File: config.mk
export PLATFORM = sky130hd
export DESIGN_NAME = inst_fetch_ctrl
export DESIGN_NICKNAME = d
export VERILOG_FILES = /design/src/rtl/inst_fetch_ctrl_pkg.sv /design/src/rtl/inst_fetch_ctrl_fetch_pc_fifo.sv /design/src/rtl/inst_fetch_ctrl.sv
export SDC_FILE = /design/constraint.sdc
export NUM_CORES = 1
export LEC_CHECK = 0
export ABC_AREA = 1
export CAP_MARGIN = 20
export CORE_AREA = 2 2 144 146
export CTS_BUF_LIST = sky130_fd_sc_hd__clkbuf_2
export CTS_CLUSTER_DIAMETER = 50
export CTS_CLUSTER_SIZE = 24
export DETAILED_ROUTE_END_ITERATION = 10
export DIE_AREA = 0 0 146 148
export PLACE_DENSITY = 0.84
export REMOVE_ABC_BUFFERS = 1
export SLEW_MARGIN = 20
export SYNTH_ARGS = -nofsm -noshare
export SYNTH_HDL_FRONTEND = slang
export SYNTH_SLANG_ARGS = --single-unit
File: constraint.sdc
create_clock -name clk -period 4.3 [get_ports clk]
set_input_delay 0.86 -clock clk [delete_from_list [all_inputs] [get_ports clk]]
set_output_delay 0.86 -clock clk [all_outputs]
set_load 0.02 [all_outputs]
File: src/rtl/inst_fetch_ctrl_pkg.sv
// Shared types and constants for the paired-instruction fetch sequencer.
package inst_fetch_ctrl_pkg;

    localparam int XLEN = 32;
    localparam logic [XLEN-1:0] INST_PAIR_STRIDE = 32'd8;
    localparam logic [XLEN-1:0] INST_BYTES       = 32'd4;

    typedef enum logic [1:0] {
        FETCH_IDLE  = 2'd0,
        FETCH_RUN   = 2'd1,
        FETCH_DRAIN = 2'd2
    } fetch_state_e;

endpackage

File: src/rtl/inst_fetch_ctrl_fetch_pc_fifo.sv
// Small FIFO holding the pc of every accepted fetch request until its response
// arrives; cleared wholesale on redirect.
module fetch_pc_fifo
    import inst_fetch_ctrl_pkg::*;
#(
    parameter int DEPTH = 2
) (
    input  logic            clk,
    input  logic            rst,
    input  logic            clear,
    input  logic            push,
    input  logic [XLEN-1:0] push_pc,
    input  logic            pop,
    output logic [XLEN-1:0] head_pc
);

    localparam int PTR_W = (DEPTH > 1) ? $clog2(DEPTH) : 1;

    logic [XLEN-1:0]  mem_q [DEPTH];
    logic [XLEN-1:0]  mem_d [DEPTH];
    logic [PTR_W-1:0] wr_ptr_q, wr_ptr_d;
    logic [PTR_W-1:0] rd_ptr_q, rd_ptr_d;

    // Pointers wrap explicitly so DEPTH need not be a power of two.
    function automatic logic [PTR_W-1:0] ptr_inc(input logic [PTR_W-1:0] p);
        return (p == PTR_W'(DEPTH - 1)) ? '0 : p + PTR_W'(1);
    endfunction

    always_comb begin
        mem_d    = mem_q;
        wr_ptr_d = wr_ptr_q;
        rd_ptr_d = rd_ptr_q;
        if (clear) begin
            wr_ptr_d = '0;
            rd_ptr_d = '0;
        end else begin
            if (push) begin
                mem_d[wr_ptr_q] = push_pc;
                wr_ptr_d        = ptr_inc(wr_ptr_q);
            end
            if (pop) begin
                rd_ptr_d = ptr_inc(rd_ptr_q);
            end
        end
    end

    always_ff @(posedge clk) begin
        if (!rst) begin
            wr_ptr_q <= '0;
            rd_ptr_q <= '0;
            for (int i = 0; i < DEPTH; i++) begin
                mem_q[i] <= '0;
            end
        end else begin
            wr_ptr_q <= wr_ptr_d;
            rd_ptr_q <= rd_ptr_d;
            mem_q    <= mem_d;
        end
    end

    assign head_pc = mem_q[rd_ptr_q];

endmodule

File: src/rtl/inst_fetch_ctrl.sv
// Paired-instruction fetch sequencer with credit-based buffer tracking and redirect flush.
// Optional saturating performance counters enabled by defining FETCH_PERF_CNT_EN.
module inst_fetch_ctrl
    import inst_fetch_ctrl_pkg::*;
#(
    parameter int          BUF_DEPTH       = 8,
    parameter int          MAX_OUTSTANDING = 2,
    parameter logic [31:0] RESET_PC        = 32'h0000_0000
) (
    input  logic                        clk,
    input  logic                        rst,
    input  logic                        fetch_en,
    input  logic                        redirect_valid,
    input  logic [31:0]                 redirect_pc,
    output logic                        imem_req_valid,
    input  logic                        imem_req_ready,
    output logic [31:0]                 imem_req_addr,
    input  logic                        imem_resp_valid,
    input  logic [31:0]                 imem_resp_inst1,
    input  logic [31:0]                 imem_resp_inst2,
    output logic                        buf_wr_en,
    output logic [31:0]                 buf_wr_inst1,
    output logic [31:0]                 buf_wr_inst2,
    output logic [31:0]                 buf_wr_pc1,
    output logic [31:0]                 buf_wr_pc2,
    output logic                        buf_flush,
    input  logic [1:0]                  buf_rd_cnt,
    output logic [$clog2(BUF_DEPTH):0]  buf_count,
    output logic                        instbuf_full,
    output logic [31:0]                 perf_req_cnt,
    output logic [31:0]                 perf_drop_cnt,
    output logic [31:0]                 perf_full_cnt,
    output logic [1:0]                  dbg_state
);

    localparam int CNT_W = $clog2(BUF_DEPTH) + 1;

    fetch_state_e     state_q, state_d;
    logic [XLEN-1:0]  pc_q, pc_d;
    logic [1:0]       outstanding_q, outstanding_d;
    logic [1:0]       drop_cnt_q, drop_cnt_d;
    logic [CNT_W-1:0] count_q, count_d;

    logic             resp_accept;
    logic             resp_write;
    logic             resp_drop;
    logic             credit_ok;
    logic             req_valid;
    logic             req_fire;
    logic [XLEN-1:0]  fifo_head_pc;
    int               avail;

    // Handshake: a request transfers when imem_req_valid && imem_req_ready at
    // posedge; responses have no backpressure and return in request order.

    // State register
    always_ff @(posedge clk) begin
        if (!rst) begin
            state_q <= FETCH_IDLE;
        end else begin
            state_q <= state_d;
        end
    end

    // Next-state logic
    always_comb begin
        state_d = state_q;
        if (redirect_valid) begin
            if (drop_cnt_d != '0) begin
                state_d = FETCH_DRAIN;
            end else begin
                state_d = fetch_en ? FETCH_RUN : FETCH_IDLE;
            end
        end else begin
            case (state_q)
                FETCH_IDLE:  if (fetch_en) state_d = FETCH_RUN;
                FETCH_RUN:   if (!fetch_en) state_d = FETCH_IDLE;
                FETCH_DRAIN: if (drop_cnt_q == '0) state_d = fetch_en ? FETCH_RUN : FETCH_IDLE;
                default:     state_d = FETCH_IDLE;
            endcase
        end
    end

    // Datapath and outputs
    always_comb begin
        resp_accept = imem_resp_valid && (outstanding_q != '0);
        resp_write  = rst && resp_accept && (drop_cnt_q == '0) && !redirect_valid;
        resp_drop   = resp_accept && ((drop_cnt_q != '0) || redirect_valid);

        // Conservative: a pair written this cycle is charged on top of the
        // registered count, and reads this cycle free nothing until next cycle.
        avail     = BUF_DEPTH - int'(count_q)
                    - 2 * (int'(outstanding_q) + int'(resp_write));
        credit_ok = (avail >= 2);

        req_valid = rst && (state_q == FETCH_RUN) && credit_ok
                    && (outstanding_q < 2'(MAX_OUTSTANDING)) && !redirect_valid;
        req_fire  = req_valid && imem_req_ready;

        outstanding_d = outstanding_q + 2'(req_fire) - 2'(resp_accept);

        drop_cnt_d = drop_cnt_q;
        if (redirect_valid) begin
            drop_cnt_d = outstanding_q - 2'(resp_accept);
        end else if (resp_accept && (drop_cnt_q != '0)) begin
            drop_cnt_d = drop_cnt_q - 2'd1;
        end

        pc_d = pc_q;
        if (redirect_valid) begin
            pc_d = redirect_pc;
        end else if (req_fire) begin
            pc_d = pc_q + INST_PAIR_STRIDE;
        end

        if (redirect_valid) begin
            count_d = '0;
        end else begin
            count_d = count_q + (resp_write ? CNT_W'(2) : '0) - CNT_W'(buf_rd_cnt);
        end

        imem_req_valid = req_valid;
        imem_req_addr  = pc_q;
        buf_wr_en      = resp_write;
        buf_wr_inst1   = imem_resp_inst1;
        buf_wr_inst2   = imem_resp_inst2;
        buf_wr_pc1     = fifo_head_pc;
        buf_wr_pc2     = fifo_head_pc + INST_BYTES;
        buf_flush      = rst && redirect_valid;
        buf_count      = count_q;
        instbuf_full   = !credit_ok;
        dbg_state      = state_q;
    end

    always_ff @(posedge clk) begin
        if (!rst) begin
            pc_q          <= RESET_PC;
            outstanding_q <= '0;
            drop_cnt_q    <= '0;
            count_q       <= '0;
        end else begin
            pc_q          <= pc_d;
            outstanding_q <= outstanding_d;
            drop_cnt_q    <= drop_cnt_d;
            count_q       <= count_d;
        end
    end

    fetch_pc_fifo #(
        .DEPTH (MAX_OUTSTANDING)
    ) u_pc_fifo (
        .clk     (clk),
        .rst     (rst),
        .clear   (redirect_valid),
        .push    (req_fire),
        .push_pc (pc_q),
        .pop     (resp_write),
        .head_pc (fifo_head_pc)
    );

`ifdef FETCH_PERF_CNT_EN
    logic [31:0] perf_req_q, perf_req_d;
    logic [31:0] perf_drop_q, perf_drop_d;
    logic [31:0] perf_full_q, perf_full_d;

    always_comb begin
        perf_req_d  = perf_req_q;
        perf_drop_d = perf_drop_q;
        perf_full_d = perf_full_q;
        if (req_fire && (perf_req_q != '1)) perf_req_d = perf_req_q + 32'd1;
        if (resp_drop && (perf_drop_q != '1)) perf_drop_d = perf_drop_q + 32'd1;
        if ((state_q == FETCH_RUN) && !credit_ok && (perf_full_q != '1)) begin
            perf_full_d = perf_full_q + 32'd1;
        end
    end

    always_ff @(posedge clk) begin
        if (!rst) begin
            perf_req_q  <= '0;
            perf_drop_q <= '0;
            perf_full_q <= '0;
        end else begin
            perf_req_q  <= perf_req_d;
            perf_drop_q <= perf_drop_d;
            perf_full_q <= perf_full_d;
        end
    end

    assign perf_req_cnt  = perf_req_q;
    assign perf_drop_cnt = perf_drop_q;
    assign perf_full_cnt = perf_full_q;
`else
    assign perf_req_cnt  = '0;
    assign perf_drop_cnt = '0;
    assign perf_full_cnt = '0;
`endif

    // Illegal traffic: a response with nothing in flight, or ID reading more than is held.
    assert property (@(posedge clk) disable iff (!rst)
        imem_resp_valid |-> (outstanding_q != '0));
    assert property (@(posedge clk) disable iff (!rst)
        CNT_W'(buf_rd_cnt) <= count_q);

endmodule

# --- Word level (Yosys, flattened, before mapping) ---
# Cells that the tools add are included.
word_totals:
  regBits: 108
  latchBits: 0
  ramBits: 0
  rom_bits: 0
  input_bits: 104
  output_inout_bits: 266
  elab_cells: 79
  mem_count: 0
classes:
  add_sub_neg: 13
  n_mul: 0
  div: 0
  magnitude_cmp: 5
  n_eq_ne: 5
  shift: 0
  mux: 20
  bitwise: 4
  n_reduce_logical: 23
op_table:
  columns: ["cell", "n"]
  rows:
  - ["2-to-1 mux 32 bit", 6]
  - ["bitwise mux 64 bit", 1]
  - ["adder 32 x 3 -> 32 bit (second input constant)", 1]
  - ["adder 32 x 4 -> 32 bit (second input constant)", 1]
  - ["demux 32 bit (select 1 bit)", 1]
  - ["2-to-1 mux 2 bit", 8]
  - ["logical AND 1 bit", 12]
  - ["!= test 3 bit (second input constant)", 3]
  - ["nonzero test 2 bit", 4]
  - [">= comparator 6 x 3 -> 1 bit (second input constant)", 1]
  - ["one-hot mux 2 bit (3 select lines)", 1]
  - ["subtractor 5 x 5 -> 6 bit", 1]
  - ["subtractor 4 x 4 -> 5 bit (first input constant)", 1]
  - ["adder 4 x 2 -> 4 bit", 1]
  - [">= comparator 2 bit (second input constant)", 2]
  - ["zero test 2 bit", 2]
  - ["inverter 1 -> 2 bit", 2]
  - ["subtractor 2 x 1 -> 2 bit", 2]
  - ["subtractor 4 x 2 -> 4 bit", 1]
  - ["adder 2 x 1 -> 3 bit", 1]
  - ["2-to-1 mux 1 bit", 3]
  - ["AND reduction 3 bit", 1]
  - ["adder 1 bit (second input constant)", 2]
  - ["adder 2 x 1 -> 2 bit", 1]
  - ["9 further kinds", 11]

# --- Logic depth before layout (Yosys ltp) ---
depth:
  ltp_word: 14
  ltp_mapped: 25
  ltp_nobuf: 24

# --- By module ---
# A second synthesis with hierarchy kept.
unflattened:
  hier_cells: 1270
  area_unflattened_um2: 8121.5
by_module_without_submodules:
  columns: ["mod", "n_inst", "cells_per_inst", "area_per_inst_um2", "seq_area_each_um2"]
  rows:
  - ["inst_fetch_ctrl", 1, 785, 5078.6, 840.8]
  - ["fetch_pc_fifo", 1, 485, 3042.9, 1321.3]

# --- Worst setup path before layout ---
# No wires, ideal clock.
synth_path:
  path_kind: "input to register"
  from: "input port redirect_valid"
  to: "register outstanding_q[1]"
  setup_ns: 0.070
  arrival_time_ns: 4.131
  required_time_ns: 4.230
  path_slack_ns: 0.100
  stages: 21
  n_path_buf: 2
  path_cell_list: "buf_4 inv_4 nand2_4 nor2_1 inv_1 nor2_1 ha_1 inv_1 fa_1 inv_1 nand2_1 o21ai_0 nand2_1 nand4_4 clkbuf_1 ha_1 inv_1 ha_1 xor2_1 o21ai_0 a21oi_1"
synth_via:
  elab_chain_cells: 11
synth_lines:
  columns: ["item", "line_no", "source"]
  rows:
  - ["start, declared", "inst_fetch_ctrl.sv:13", "input logic redirect_valid,"]
  - ["zero test 1 bit", "inst_fetch_ctrl.sv:87", "resp_write = rst && resp_accept && (drop_cnt_q == '0) && !redirect_valid;"]
  - ["logical AND 1 bit", "inst_fetch_ctrl.sv:87", null]
  - ["net buf_wr_en", "inst_fetch_ctrl.sv:21", "output logic buf_wr_en,"]
  - ["adder 2 x 1 -> 3 bit", "inst_fetch_ctrl.sv:93", "- 2 * (int'(outstanding_q) + int'(resp_write));"]
  - ["subtractor 5 x 5 -> 6 bit", "inst_fetch_ctrl.sv:93", null]
  - [">= comparator 6 x 3 -> 1 bit", "inst_fetch_ctrl.sv:94", "credit_ok = (avail >= 2);"]
  - ["logical AND 1 bit", "inst_fetch_ctrl.sv:96", "req_valid = rst && (state_q == FETCH_RUN) && credit_ok"]
  - ["logical AND 1 bit (2 in a row)", "inst_fetch_ctrl.sv:97", "&& (outstanding_q < 2'(MAX_OUTSTANDING)) && !redirect_valid;"]
  - ["logical AND 1 bit", "inst_fetch_ctrl.sv:98", "req_fire = req_valid && imem_req_ready;"]
  - ["adder 2 x 1 -> 2 bit", "inst_fetch_ctrl.sv:100", "outstanding_d = outstanding_q + 2'(req_fire) - 2'(resp_accept);"]
  - ["subtractor 2 x 1 -> 2 bit", "inst_fetch_ctrl.sv:100", null]
  - ["end signal, assigned", "inst_fetch_ctrl.sv:143", "outstanding_q <= outstanding_d;"]
  - ["end, declared", "inst_fetch_ctrl.sv:40", "logic [1:0] outstanding_q, outstanding_d;"]
# The timed path passes the listed nets, and every way through them passes these cells.
# A chain may end at the register's enable or synchronous reset.

# --- Final worst setup path ---
layout_path:
  from: "register u_pc_fifo.rd_ptr_q"
  to: "output port buf_wr_pc2[14]"
layout_via:
  elab_chain_cells: 5
layout_lines:
  columns: ["item", "line_no", "source"]
  rows:
  - ["start, declared", "inst_fetch_ctrl_fetch_pc_fifo.sv:22", "logic [PTR_W-1:0] rd_ptr_q, rd_ptr_d;"]
  - ["start signal, assigned", "inst_fetch_ctrl_fetch_pc_fifo.sv:56", "rd_ptr_q <= rd_ptr_d;"]
  - ["inverter 1 -> 2 bit (not written as such)", "inst_fetch_ctrl_fetch_pc_fifo.sv:61", "assign head_pc = mem_q[rd_ptr_q];"]
  - ["2-to-1 mux 32 bit (not written as such) (3 in a row)", "inst_fetch_ctrl_fetch_pc_fifo.sv:61", null]
  - ["adder 32 x 3 -> 32 bit", "inst_fetch_ctrl.sv:128", "buf_wr_pc2 = fifo_head_pc + INST_BYTES;"]
  - ["end, declared", "inst_fetch_ctrl.sv:25", "output logic [31:0] buf_wr_pc2,"]
# No other way between the ends. The select of a mux whose other input is x is not followed.

==> impl_metrics.yaml <==
clock_network:
  cts_buffer_depth: 2
  cts_tree: "built"
  numClockSinks: 108
  cts.clk_slew.worst_paths_ns: 0.29
  root_buffer: "clkbuf_2"
  clock_latency_ns: 0.65
  htreeDepth: 3
  cts_buffers: 9
  postCtsHoldBufs: 0
sta:
  min_period_over_period_pct: 96.4
  hold_violations: 0
  setup-violations-final: 0
  fin_skew_ns: 0.0574
  period_needed_ns: 4.14
  slew_viol_final: 0
  hold_ws_ns: 0.482
  tightest_slew_ns: 0.942
  timing.slew.headroom_pct: 37.1
  rsz0062_at_grt: "yes"
  fmax_ghz: 0.241
floorplanning:
  dieArea_um2: 21600
  die_h_um: 148
  num_rows: 52
  initial_core_util_pct: 39.7
  fp.dieW_um: 146
  io_pins: 370
  core_um2: 20000
critical_path:
  worstPathRequired_ns: 3.44
  cp_slowest_stage_delay_ns: 0.63
  reg2reg_depth: 25
  reg2reg_setup_slack_ns: 0.87
  path_cells: "buf_12, nand2_1, o21ai_1, inv_1, ha_1, nand2_1, nor2_1, and2_1, xor2_1, clkdlybuf4s50_1"
  crit_arrival_ns: 3.28
  reg2reg_from: "drop_cnt_q[0]"
  crit_cells: 10
  endpoint_kind: "output pin"
  crit_top_cell: "nand2_1"
  path_class: "flop to output pin"
  path_delay_family: "buffers and inverters"
  critPathLaunch: "u_pc_fifo.rd_ptr_q"
  crit_path_start_kind: "flop"
  cpMaxStageDelayCell: "clkdlybuf4s50_1"
  path_buf_inv: 3
  path_max_fanout: 46
  cp-endpoint: "buf_wr_pc2[14]"
  reg2reg_to: "outstanding_q[1]"
logic_synthesis:
  yosysSeqAreaShare_pct: 27.2
  avgSynthCellArea_um2: 6.58
  ys_types: 38
  synth_seq_cells: 108
  synth-edff-count: 0
  netlist_area_um2: 7960
  async_flop_share_pct: 0
  postSynthCellCount: 1210
  ys.warnings.count: 0
  synth-main-ff-cell: "dfxtp_1"
finish:
  design_area_um2: 8930
  nets: 1395
  area_growth_pct: 12.2
  multi_input_area_um2: 4300
  drive_above_1_share_pct: 6.96
  register_area_um2: 2160
  fill_cells: 2074
  utilization_pct: 44.5
place:
  port_buffers: 145
  dpl.hpwl_um: 20000
  dpl_cell_area_um2: 8780
  place.gp.congestion: 0.912
global_routing:
  first_global_vias: 6706
  groute.usage.overall_pct: 23.2
  grt_first_pass_wirelength_um: 38600
  grt.overflow.total: 0
  grt_max_degree: 73
  antenna_found_initial: 1
detailed_routing:
  vias: 7508
  wirelength_um: 25800
  vias_per_cell: 4.84
  drt_iter0_drc: 772
  dr.pass1.iters: 5
  ant_nets: 0
  drcViolationCount: 0
  post_drt_wl_per_cell_um: 16.6
power:
  irDropWorstVdd_uv: 164
  cellPowerDensity_nw_per_um2: 297
  leakagePower_uw: 0.00399
  power_uw: 2650
hold_path:
  holdCritPathClass: "flop to flop"
flow_run:
  maxCapViolCount: 0
status:
  status: "completed"
-- layout by cell type (no fill, tap or decap), drive strengths merged --
master and count:
a21boi 4, a21oi 33, a22o 3, and2 3
buf 22, bufinv 1, clkbuf 11, clkdlybuf4s50 141
clkinv 3, clkinvlp 1, conb 96, dfxtp 108
diode 1, dlymetal6s2s 1, fa 2, ha 15
inv 105, nand2 264, nand3 67, nand3b 12
nand4 6, nor2 218, nor3 14, o21a 11
o21ai 87, o21bai 2, o32ai 1, or2 3
xnor2 15, xor2 30
-- cell families (layout without fill, tap and decap cells) --
family                   count (synthesis)  in the layout  share of synthesized area, %
AND/OR/NAND/NOR                        587            587                          31.7
buffers and inverters                  311            285                          23.4
AO/OA/AOI/OAI                          141            141                          9.83
flip-flops                             108            108                          27.2
XOR/XNOR                                45             45                          4.95
adder cells (fa/ha/maj)                 17             17                          2.86
other                                    1             97                        0.0471
-- metrics by stage --
step,cells,setup TNS (ns),setup slack [ns]
after global placement,1533,-0.447,-0.226
after global routing,1550,-0.000163,-0.000163
after detailed placement,1533,-0.626,-0.316
after floorplan,1097,-1.65,-0.0647
after CTS,1549,0,0.00251
final,1550,0,0.156
-- power breakdown --
group	switching [uW]	internal [uW]	leakage, uW
Clock	365	140	0.0000760
Sequential	69.4	1060	0.000878
Combinational	622	396	0.00304
-- worst reg2reg max path, cell delays in order, from the launching register on --
cell	delay, ns
dfxtp_1	0.40
inv_1	0.05
ha_1	0.19
inv_1	0.13
nor2_1	0.07
inv_1	0.11
nor2_4	0.05
inv_1	0.08
nor2_1	0.05
ha_1	0.28
inv_2	0.04
fa_1	0.49
inv_1	0.04
nand2_1	0.07
nor2_1	0.05
nand2_1	0.05
nand2_1	0.05
nand2_1	0.09
buf_4	0.13
nand4_4	0.07
ha_1	0.30
inv_1	0.05
ha_1	0.14
xor2_1	0.18
o21ai_0	0.09
a21oi_1	0.14
-- registers in the layout, summed over array words and instances, names as in the netlist --
signal,flops
u_pc_fifo.mem_q,64
u_pc_fifo.wr_ptr_q,1
dbg_state,2
buf_count,4
drop_cnt_q,2
imem_req_addr,32
outstanding_q,2
u_pc_fifo.rd_ptr_q,1
-- worst min-delay path by stage --
stage	from	endpoint	slack (ns)	depth (start not counted)
detailed placement	u_pc_fifo.mem_q[3]	u_pc_fifo.mem_q[3]	0.45	2
finish	u_pc_fifo.mem_q[3]	u_pc_fifo.mem_q[3]	0.48	2
global placement	u_pc_fifo.mem_q[35]	u_pc_fifo.mem_q[35]	0.45	2
CTS	u_pc_fifo.mem_q[3]	u_pc_fifo.mem_q[3]	0.48	2
floorplan	u_pc_fifo.mem_q[3]	u_pc_fifo.mem_q[3]	0.44	2
global route	u_pc_fifo.mem_q[3]	u_pc_fifo.mem_q[3]	0.52	2
-- Yosys cell counts (2+ instances only) --
library cell,count,area (um2)
o21bai_1,2,15.0
nand2_1,253,950
o21ai_1,16,80.1
nand3b_1,12,90.1
xor2_1,30,263
nor2_2,9,56.3
ha_1,15,188
dfxtp_1,108,2160
nor3_2,9,90.1
nand2_2,9,56.3
a21oi_1,33,165
fa_1,2,40.0
nor2_1,206,773
xnor2_1,15,131
buf_6,6,67.6
clkbuf_1,17,63.8
a22o_1,3,26.3
o21ai_2,2,17.5
nor2_4,3,33.8
nand4_1,5,31.3
and2_1,3,18.8
inv_1,98,368
o21ai_0,68,340
buf_4,169,1270
nand2_4,2,22.5
a21boi_0,4,30.0
o21a_1,11,82.6
buf_2,13,65.1
buf_1,3,11.3
or2_2,3,18.8
nand3_1,67,335
inv_2,4,15.0
nor3_1,5,25.0
-- area by class of cell --
cell class	count	share of cell area (%)
inverter	103	4.40
timing repair buffer	166	18.0
multi-input combinational	886	48.2
clock inverter	7	0.813
sequential	108	24.2
clock buffer	9	0.505
tap	270	3.78
antenna	1	0.0280
-- per-layer routing --
| metal | part of all wire [%] | vias up | global-route usage, % | routed length, um |
|---|---|---|---|---|
| met3 | 15 | 33 | 11.7 | 3780 |
| met5 | 0.98 | - | 10.5 | 253 |
| met4 | 1.5 | 6 | 5.87 | 399 |
| met1 | 42 | 3341 | 30.1 | 10800 |
| li1 | - | 3657 | - | - |
| met2 | 41 | 471 | 33.0 | 10500 |
-- timing repair --
| item | in CTS | in global routing |
|---|---|---|
| cloned | 0 | 0 |
| setup endpoints to repair | 3 | 11 |
| resized for setup | 5 | 14 |
| buffers inserted | 0 | 0 |
No activity file was read; power rests on OpenSTA's default activity.
